===== src/rtl/decoder_scan_ctrl.sv =====
// decoder_scan_ctrl
// -----------------
// Generates the x/y/z select inputs of a 3-to-8 line decoder (x = MSB).
// A start pulse launches a sweep over the enabled channels of ch_mask in
// ascending order. Each channel is held for max(dwell,1) cycles. At the end
// of a sweep the controller either stops (single mode) or wraps back to the
// lowest enabled channel (continuous mode). A stop request aborts the sweep.
//
// Ports:
//   clk         rising-edge clock
//   rst_n       asynchronous active-low reset
//   start       sweep request, only looked at while idle
//   stop        abort request, only looked at while busy
//   continuous  wrap after the last channel (captured at start)
//   ch_mask     channel enables, bit i = channel i (captured at start)
//   dwell       cycles per channel, 0 behaves as 1 (captured at start)
//   x, y, z     decoder select bits, all 0 while sel_valid is low
//   sel_valid   x/y/z address a live channel
//   ch_done     high in the final dwell cycle of each channel
//   busy        sweep in progress
//   done        one-cycle pulse: sweep finished, aborted, or empty-mask start
//   sweep_cnt   completed-sweep counter, saturating (only with the
//               DECODER_SCAN_STATUS_EN macro defined)
//
// Optional feature macro: DECODER_SCAN_STATUS_EN
module decoder_scan_ctrl #(
  parameter int DWELL_W = 8,
  parameter int CNT_W   = 8
) (
  input  logic               clk,
  input  logic               rst_n,
  input  logic               start,
  input  logic               stop,
  input  logic               continuous,
  input  logic [7:0]         ch_mask,
  input  logic [DWELL_W-1:0] dwell,
  output logic               x,
  output logic               y,
  output logic               z,
  output logic               sel_valid,
  output logic               ch_done,
  output logic               busy,
  output logic               done
`ifdef DECODER_SCAN_STATUS_EN
  ,
  output logic [CNT_W-1:0]   sweep_cnt
`endif
);

  typedef enum logic [1:0] {
    IDLE   = 2'd0,
    DWELL  = 2'd1,
    FINISH = 2'd2
  } state_t;

  state_t             state, state_nxt;
  logic [2:0]         ch, ch_nxt;
  logic [DWELL_W-1:0] cnt, cnt_nxt;
  logic [7:0]         mask_q, mask_nxt;
  logic               cont_q, cont_nxt;
  logic [DWELL_W-1:0] dwell_q, dwell_nxt;
  logic [3:0]         nxt;
  logic               last_cycle;

  // Elaboration-time sanity check of the configuration.
  if (DWELL_W < 1 || CNT_W < 1) begin : g_bad_param
    $error("decoder_scan_ctrl: DWELL_W and CNT_W must be at least 1");
  end

  // A programmed dwell of zero still holds the channel for one cycle.
  function automatic logic [DWELL_W-1:0] eff_dwell(input logic [DWELL_W-1:0] d);
    return (d == '0) ? DWELL_W'(1) : d;
  endfunction

  // Lowest set bit of m (0 when m is empty; callers guard that case).
  function automatic logic [2:0] lowest_idx(input logic [7:0] m);
    logic [2:0] r;
    r = 3'd0;
    for (int i = 7; i >= 0; i--) begin
      if (m[i]) r = 3'(i);
    end
    return r;
  endfunction

  // Next enabled channel strictly above c: {found, index}.
  function automatic logic [3:0] next_idx(input logic [7:0] m, input logic [2:0] c);
    logic [3:0] r;
    r = 4'd0;
    for (int i = 7; i >= 0; i--) begin
      if (m[i] && (i > int'(c))) r = {1'b1, 3'(i)};
    end
    return r;
  endfunction

  assign nxt        = next_idx(mask_q, ch);
  assign last_cycle = (state == DWELL) && (cnt == DWELL_W'(1));

  always_ff @(posedge clk or negedge rst_n) begin
    if (!rst_n) begin
      state   <= IDLE;
      ch      <= 3'd0;
      cnt     <= '0;
      mask_q  <= 8'd0;
      cont_q  <= 1'b0;
      dwell_q <= '0;
    end else begin
      state   <= state_nxt;
      ch      <= ch_nxt;
      cnt     <= cnt_nxt;
      mask_q  <= mask_nxt;
      cont_q  <= cont_nxt;
      dwell_q <= dwell_nxt;
    end
  end

  always_comb begin
    state_nxt = state;
    ch_nxt    = ch;
    cnt_nxt   = cnt;
    mask_nxt  = mask_q;
    cont_nxt  = cont_q;
    dwell_nxt = dwell_q;
    unique case (state)
      IDLE: begin
        if (start) begin
          mask_nxt  = ch_mask;
          cont_nxt  = continuous;
          dwell_nxt = dwell;
          if (ch_mask != 8'd0) begin
            state_nxt = DWELL;
            ch_nxt    = lowest_idx(ch_mask);
            cnt_nxt   = eff_dwell(dwell);
          end else begin
            state_nxt = FINISH;
          end
        end
      end
      DWELL: begin
        // Abort wins over any channel advance.
        if (stop) begin
          state_nxt = FINISH;
        end else if (last_cycle) begin
          if (nxt[3]) begin
            ch_nxt  = nxt[2:0];
            cnt_nxt = eff_dwell(dwell_q);
          end else if (cont_q) begin
            ch_nxt  = lowest_idx(mask_q);
            cnt_nxt = eff_dwell(dwell_q);
          end else begin
            state_nxt = FINISH;
          end
        end else begin
          cnt_nxt = cnt - DWELL_W'(1);
        end
      end
      FINISH: begin
        state_nxt = IDLE;
      end
      default: begin
        state_nxt = IDLE;
      end
    endcase
  end

  assign sel_valid   = (state == DWELL);
  assign busy        = (state == DWELL);
  assign done        = (state == FINISH);
  assign {x, y, z}   = sel_valid ? ch : 3'd0;
  // Suppressed when a stop lands on the final dwell cycle.
  assign ch_done     = last_cycle && !stop;

`ifdef DECODER_SCAN_STATUS_EN
  logic sweep_inc;

  // A sweep completes when the last enabled channel finishes its dwell
  // without an abort, whether it then wraps or finishes.
  assign sweep_inc = last_cycle && !stop && !nxt[3];

  always_ff @(posedge clk or negedge rst_n) begin
    if (!rst_n) begin
      sweep_cnt <= '0;
    end else if ((state == IDLE) && start) begin
      sweep_cnt <= '0;
    end else if (sweep_inc && (sweep_cnt != '1)) begin
      sweep_cnt <= sweep_cnt + CNT_W'(1);
    end
  end
`endif

endmodule


===== config.mk =====
export PLATFORM = sky130hd
export DESIGN_NAME = decoder_scan_ctrl
export DESIGN_NICKNAME = d
export VERILOG_FILES = /design/src/rtl/decoder_scan_ctrl.sv
export SDC_FILE = /design/constraint.sdc
export NUM_CORES = 1
export LEC_CHECK = 0
export CORE_AREA = 8 8 57 107
export DETAILED_ROUTE_END_ITERATION = 7
export DIE_AREA = 0 0 65 115
export SLEW_MARGIN = 20
export SYNTH_ARGS = -nofsm -noshare
export SYNTH_HDL_FRONTEND = slang
export SYNTH_SLANG_ARGS = --single-unit

===== constraint.sdc =====
create_clock -name clk -period 2.8 [get_ports clk]
set_clock_uncertainty 0.15 [all_clocks]
set_input_delay 0.42 -clock clk [delete_from_list [all_inputs] [get_ports clk]]
set_output_delay 0.42 -clock clk [all_outputs]
set_load 0.02 [all_outputs]

---- Yosys cells after proc, flatten, opt, wreduce, memory -nomap -nowiden ----
Cells that the tools add are included.
storage, ports and cells
  register bits after elaboration ......... 30
  latch bits .............................. 0
  memory bits (writable) .................. 0
  memory bits (read-only) ................. 0
  input port bits ......................... 21
  memories ................................ 0
cells by class
  add/sub/neg operators ................... 1
  multipliers ............................. 0
  div/mod/pow operators ................... 0
  magnitude comparators ................... 7
  equal/unequal tests ..................... 12
  shifts and indexed selects .............. 0
  multiplexer cells ....................... 47
  bitwise logic cells ..................... 0
  reductions and logical operators ........ 19
operators with widths
  operator                                               number
  two-way mux 3 bit                                      23
  two-way mux 8 bit                                      8
  two-way mux 4 bit                                      7
  zero test 8 bit                                        2
  case mux 8 bit (2 select lines)                        1
  > comparator 3 bit, first input constant               4
  two-way mux 2 bit                                      6
  logical AND 1 bit                                      9
  == test 8 x 1 -> 1 bit, second input constant          1
  nonzero test 8 bit                                     1
  subtractor 8 x 1 -> 8 bit, second input constant       1
  > comparator 2 x 3 -> 1 bit, first input constant      2
  inequality test 2 bit, second input constant           3
  inequality test 3 bit, second input constant           2
  case mux 3 bit (2 select lines)                        1
  AND reduction 6 bit                                    1
  AND reduction 5 bit                                    1
  inequality test 4 bit, second input constant           1
  case mux 2 bit (2 select lines)                        1
  AND reduction 4 bit                                    1
  > comparator 1 x 3 -> 1 bit, first input constant      1
  inequality test 3 x 1 -> 1 bit, second input constant  1
  inequality test 3 x 2 -> 1 bit, second input constant  1
  == test 2 x 1 -> 1 bit, second input constant          1
  6 further kinds                                        6

---- Depth between registers and ports, before layout ----
  depth in word-level cells ............... 13
  mapped depth ............................ 9
  gate-level depth less buffers ........... 8

---- Worst setup path before layout ----
No wires, ideal clock.
  path type ............................... reg-to-output
  start ................................... register cnt[1]
  end ..................................... output ch_done
  arrival time ............................ 1711 ps
  data required time ...................... 2230 ps
  setup slack ............................. 519 ps
  cell stages (with the launch flop) ...... 7
  cells stage by stage .................... dfrtp_1 -> inv_1 -> ha_1 -> nor4b_2 -> nand2_1 -> buf_2 -> nor3_1
on the way
  longest elaborated chain between the ends .. 3
ends and longest elaborated chain
  item                    RTL line  text
  start, declared         58        logic [DWELL_W-1:0] cnt, cnt_nxt;
  start signal, assigned  109       cnt <= cnt_nxt;
  == test 8 x 1 -> 1 bit  96        assign last_cycle = (state == DWELL) && (cnt == DWELL_W'(1));
  logical AND 1 bit       96
  logical AND 1 bit       170       assign ch_done = last_cycle && !stop;
  end, declared           41        output logic ch_done,
No other way between the ends.

---- Final worst setup path ----
  start ................................... register state[1]
  end ..................................... output z
on the way
  longest elaborated chain between the ends .. 2
ends and longest elaborated chain
  item                    RTL line  text
  start, declared         56        state_t state, state_nxt;
  start signal, assigned  107       state <= state_nxt;
  == test 2 x 1 -> 1 bit  165       assign sel_valid = (state == DWELL);
  two-way mux 3 bit       168       assign {x, y, z} = sel_valid ? ch : 3'd0;
  end, declared           39        output logic z,
No other way between the ends.

==> impl_metrics.env <==
export IMPL_outcome="complete, no violations"
export IMPL_place_congestion=0.906
export IMPL_holdCritPathClass="flop to flop"
export IMPL_crit_fanout=7
export IMPL_wl_per_cell_um=15.3
export IMPL_first_pass_iters=4
export IMPL_synth_area_um2=1930
export IMPL_hp_start="state[1]"
export IMPL_cts_clk_slew_worst_paths_ps=60
export IMPL_cts_repair_resized=0
export IMPL_synthCells=212
export IMPL_crit_start="state[1]"
export IMPL_clockBufferDepth=2
export IMPL_core_area_um2=4730
export IMPL_ys_types=53
export IMPL_timing_setup_tns_ps=0
export IMPL_peakVddDrop_mv=0.576
export IMPL_die_h_um=115
export IMPL_cts_setup_buffers=0
export IMPL_cts_sinks=30
export IMPL_first_global_vias=1541
export IMPL_final_nets=264
export IMPL_rr_startpoint="ch[2]"
export IMPL_cp_end_kind="output pin"
export IMPL_overflow=0
export IMPL_worst_slew_pin_slew_ps=633
export IMPL_hpwl_um=3430
export IMPL_dp_cells=291
export IMPL_rsz0062_at_grt="no"
export IMPL_diodes=0
export IMPL_p_per_area_nw_per_um2=1100
export IMPL_viasPerCell=5.66
export IMPL_cap_violations=0
export IMPL_finalNonFillerCells=297
export IMPL_routed_wl_um=4560
export IMPL_htreeDepth=2
export IMPL_ctsHoldBuffers=0
export IMPL_numCtsBuffers=5
export IMPL_vias=1681
export IMPL_period_needed_ps=2450
export IMPL_synth_edf_count=0
export IMPL_required_ps=2230
export IMPL_grt_max_degree=31
export IMPL_fmaxAchievable_mhz=409
export IMPL_portBuffers=27
export IMPL_tritoncts="built"
export IMPL_ys_async_sr_fraction=1.00
export IMPL_final_period_utilization=0.874
export IMPL_ys_warn_count=0
export IMPL_syn_nets=235
export IMPL_start_kind="flop"
export IMPL_drc=0
export IMPL_cts_root_buf="clkbuf_8"
export IMPL_clk_latency_ps=280
export IMPL_ys_seq_elements=30
export IMPL_ys_flop_type="dfrtp_1"
export IMPL_fillers=451
export IMPL_syn_area_per_cell_um2=9.11
export IMPL_num_rows=36
export IMPL_dp_worst_setup_slack_ps=332
export IMPL_die_w_um=65
export IMPL_grt_pass1_wl_um=7590
export IMPL_start_util=0.408
export IMPL_drive_above_1_share=0.154
export IMPL_dr_first_iter_drc_count=66
export IMPL_grt_use_total=0.127
export IMPL_dieArea_um2=7480
export IMPL_ys_seq_area_frac=0.389
export IMPL_power_leakage_nw=0.945
export IMPL_area_growth_pct=20.9
export IMPL_ant_nets=0
export IMPL_fin_ws_ps=353
export IMPL_antenna_found_initial=0
export IMPL_final_max_slew_viol_count=0
export IMPL_maxSlewHeadroom=0.577
export IMPL_ios=28
export IMPL_crit_type="flop to output pin"
export IMPL_hold_viol_final=0
export IMPL_finalSetupViolations=0
export IMPL_worstPathArrival_ps=1880
==> cell type report <==
type	count	area, um2	share of cell area
timing repair buffer	33	318	0.136
inverter	8	42.5	0.0182
tap	57	71.3	0.0306
multi-input combinational	163	1070	0.458
sequential	30	751	0.322
clock buffer	6	82.6	0.0354
==> power breakdown <==
part	internal [mW]	switching [mW]
combinational	0.622	0.671
sequential	0.657	0.282
clock	0.189	0.156
==> synth_stat cells (2+ instances only) <==
cell type / number / area share
nor2_1: 23 / 0.045
and2_1: 3 / 0.0097
o211ai_1: 2 / 0.0078
nand2b_1: 7 / 0.023
clkbuf_1: 4 / 0.0078
buf_2: 2 / 0.0052
nor3_1: 7 / 0.018
nor4_1: 5 / 0.016
a2111oi_0: 2 / 0.0091
buf_6: 4 / 0.023
nand4_1: 2 / 0.0065
mux2_2: 14 / 0.082
a22o_1: 3 / 0.014
dfrtp_1: 30 / 0.39
or3_1: 2 / 0.0065
ha_1: 2 / 0.013
nand2_1: 22 / 0.043
o22ai_1: 3 / 0.0097
inv_1: 7 / 0.014
nand3_1: 2 / 0.0052
a21oi_1: 11 / 0.029
a211oi_1: 4 / 0.016
a31oi_1: 7 / 0.023
o21bai_1: 2 / 0.0078
o21ai_0: 14 / 0.036
==> worst paths after layout <==
path | to | slack [ps] | cells past startpoint
max | z | 350 | 4
min | state[1] | 340 | 1
max reg2reg | cnt[6] | 570 | 6
min reg2reg | state[1] | 340 | 1
max in group asynchronous | dwell_q[5] | 1820 | 2
min in group asynchronous | ch[0] | 370 | 2
==> layout by cell type (no fill, tap or decap), drive strengths merged, types with 2 or more instances in the layout <==
master and count:
a2111oi 2, a211oi 5, a21oi 11, a22o 3, a31oi 7, and2 3, buf 6, clkbuf 6
clkdlybuf4s50 26, dfrtp 30, ha 2, inv 7, mux2 14, nand2 23, nand2b 7, nand3 2
nand4 2, nor2 23, nor3 8, nor4 5, o211ai 2, o21ai 15, o21bai 2, o22ai 3
or2 2, or3 3, or4b 2
==> stage by stage <==
stage	utilization	hold slack, ps	power, mW	instance area (um2)
after CTS	0.491	330	2.57	2320
after detailed placement	0.474	323	2.21	2240
final	0.493	340	2.58	2330
after global placement	0.474	320	2.20	2240
after global routing	0.493	350	2.78	2330
after floorplan	-	-25.6	1.90	1930
==> flip-flops by register name, indices dropped and copies added, names as in the netlist <==
name	flops
ch	3
dwell_q	8
cnt	8
mask_q	8
state	2
cont_q	1
==> routing by layer <==
metal  part of all wire  track usage  wire [um]  vias up
li1                   -            -          -      833
met1               0.46        0.172       2090      782
met2               0.46        0.185       2110       59
met3              0.063       0.0322        288        7
met4              0.016       0.0557         74        0
met5                  0            0          0        -
==> logic make-up after synthesis <==
logic type               after synthesis  share of synthesized area
buffers and inverters                 19                     0.0622
XOR/XNOR                               1                    0.00454
adder cells (fa/ha/maj)                2                     0.0130
multiplexers                          15                     0.0868
flip-flops                            30                      0.389
AND/OR/NAND/NOR                       83                      0.221
AO/OA/AOI/OAI                         62                      0.224
==> critical path, cell delays in order, from the launching register on <==
cell	delay, ps
dfrtp_1	410
nand2b_1	270
buf_4	230
nor2_1	90
clkdlybuf4s50_1	610
No activity file was read; power rests on OpenSTA's default activity.
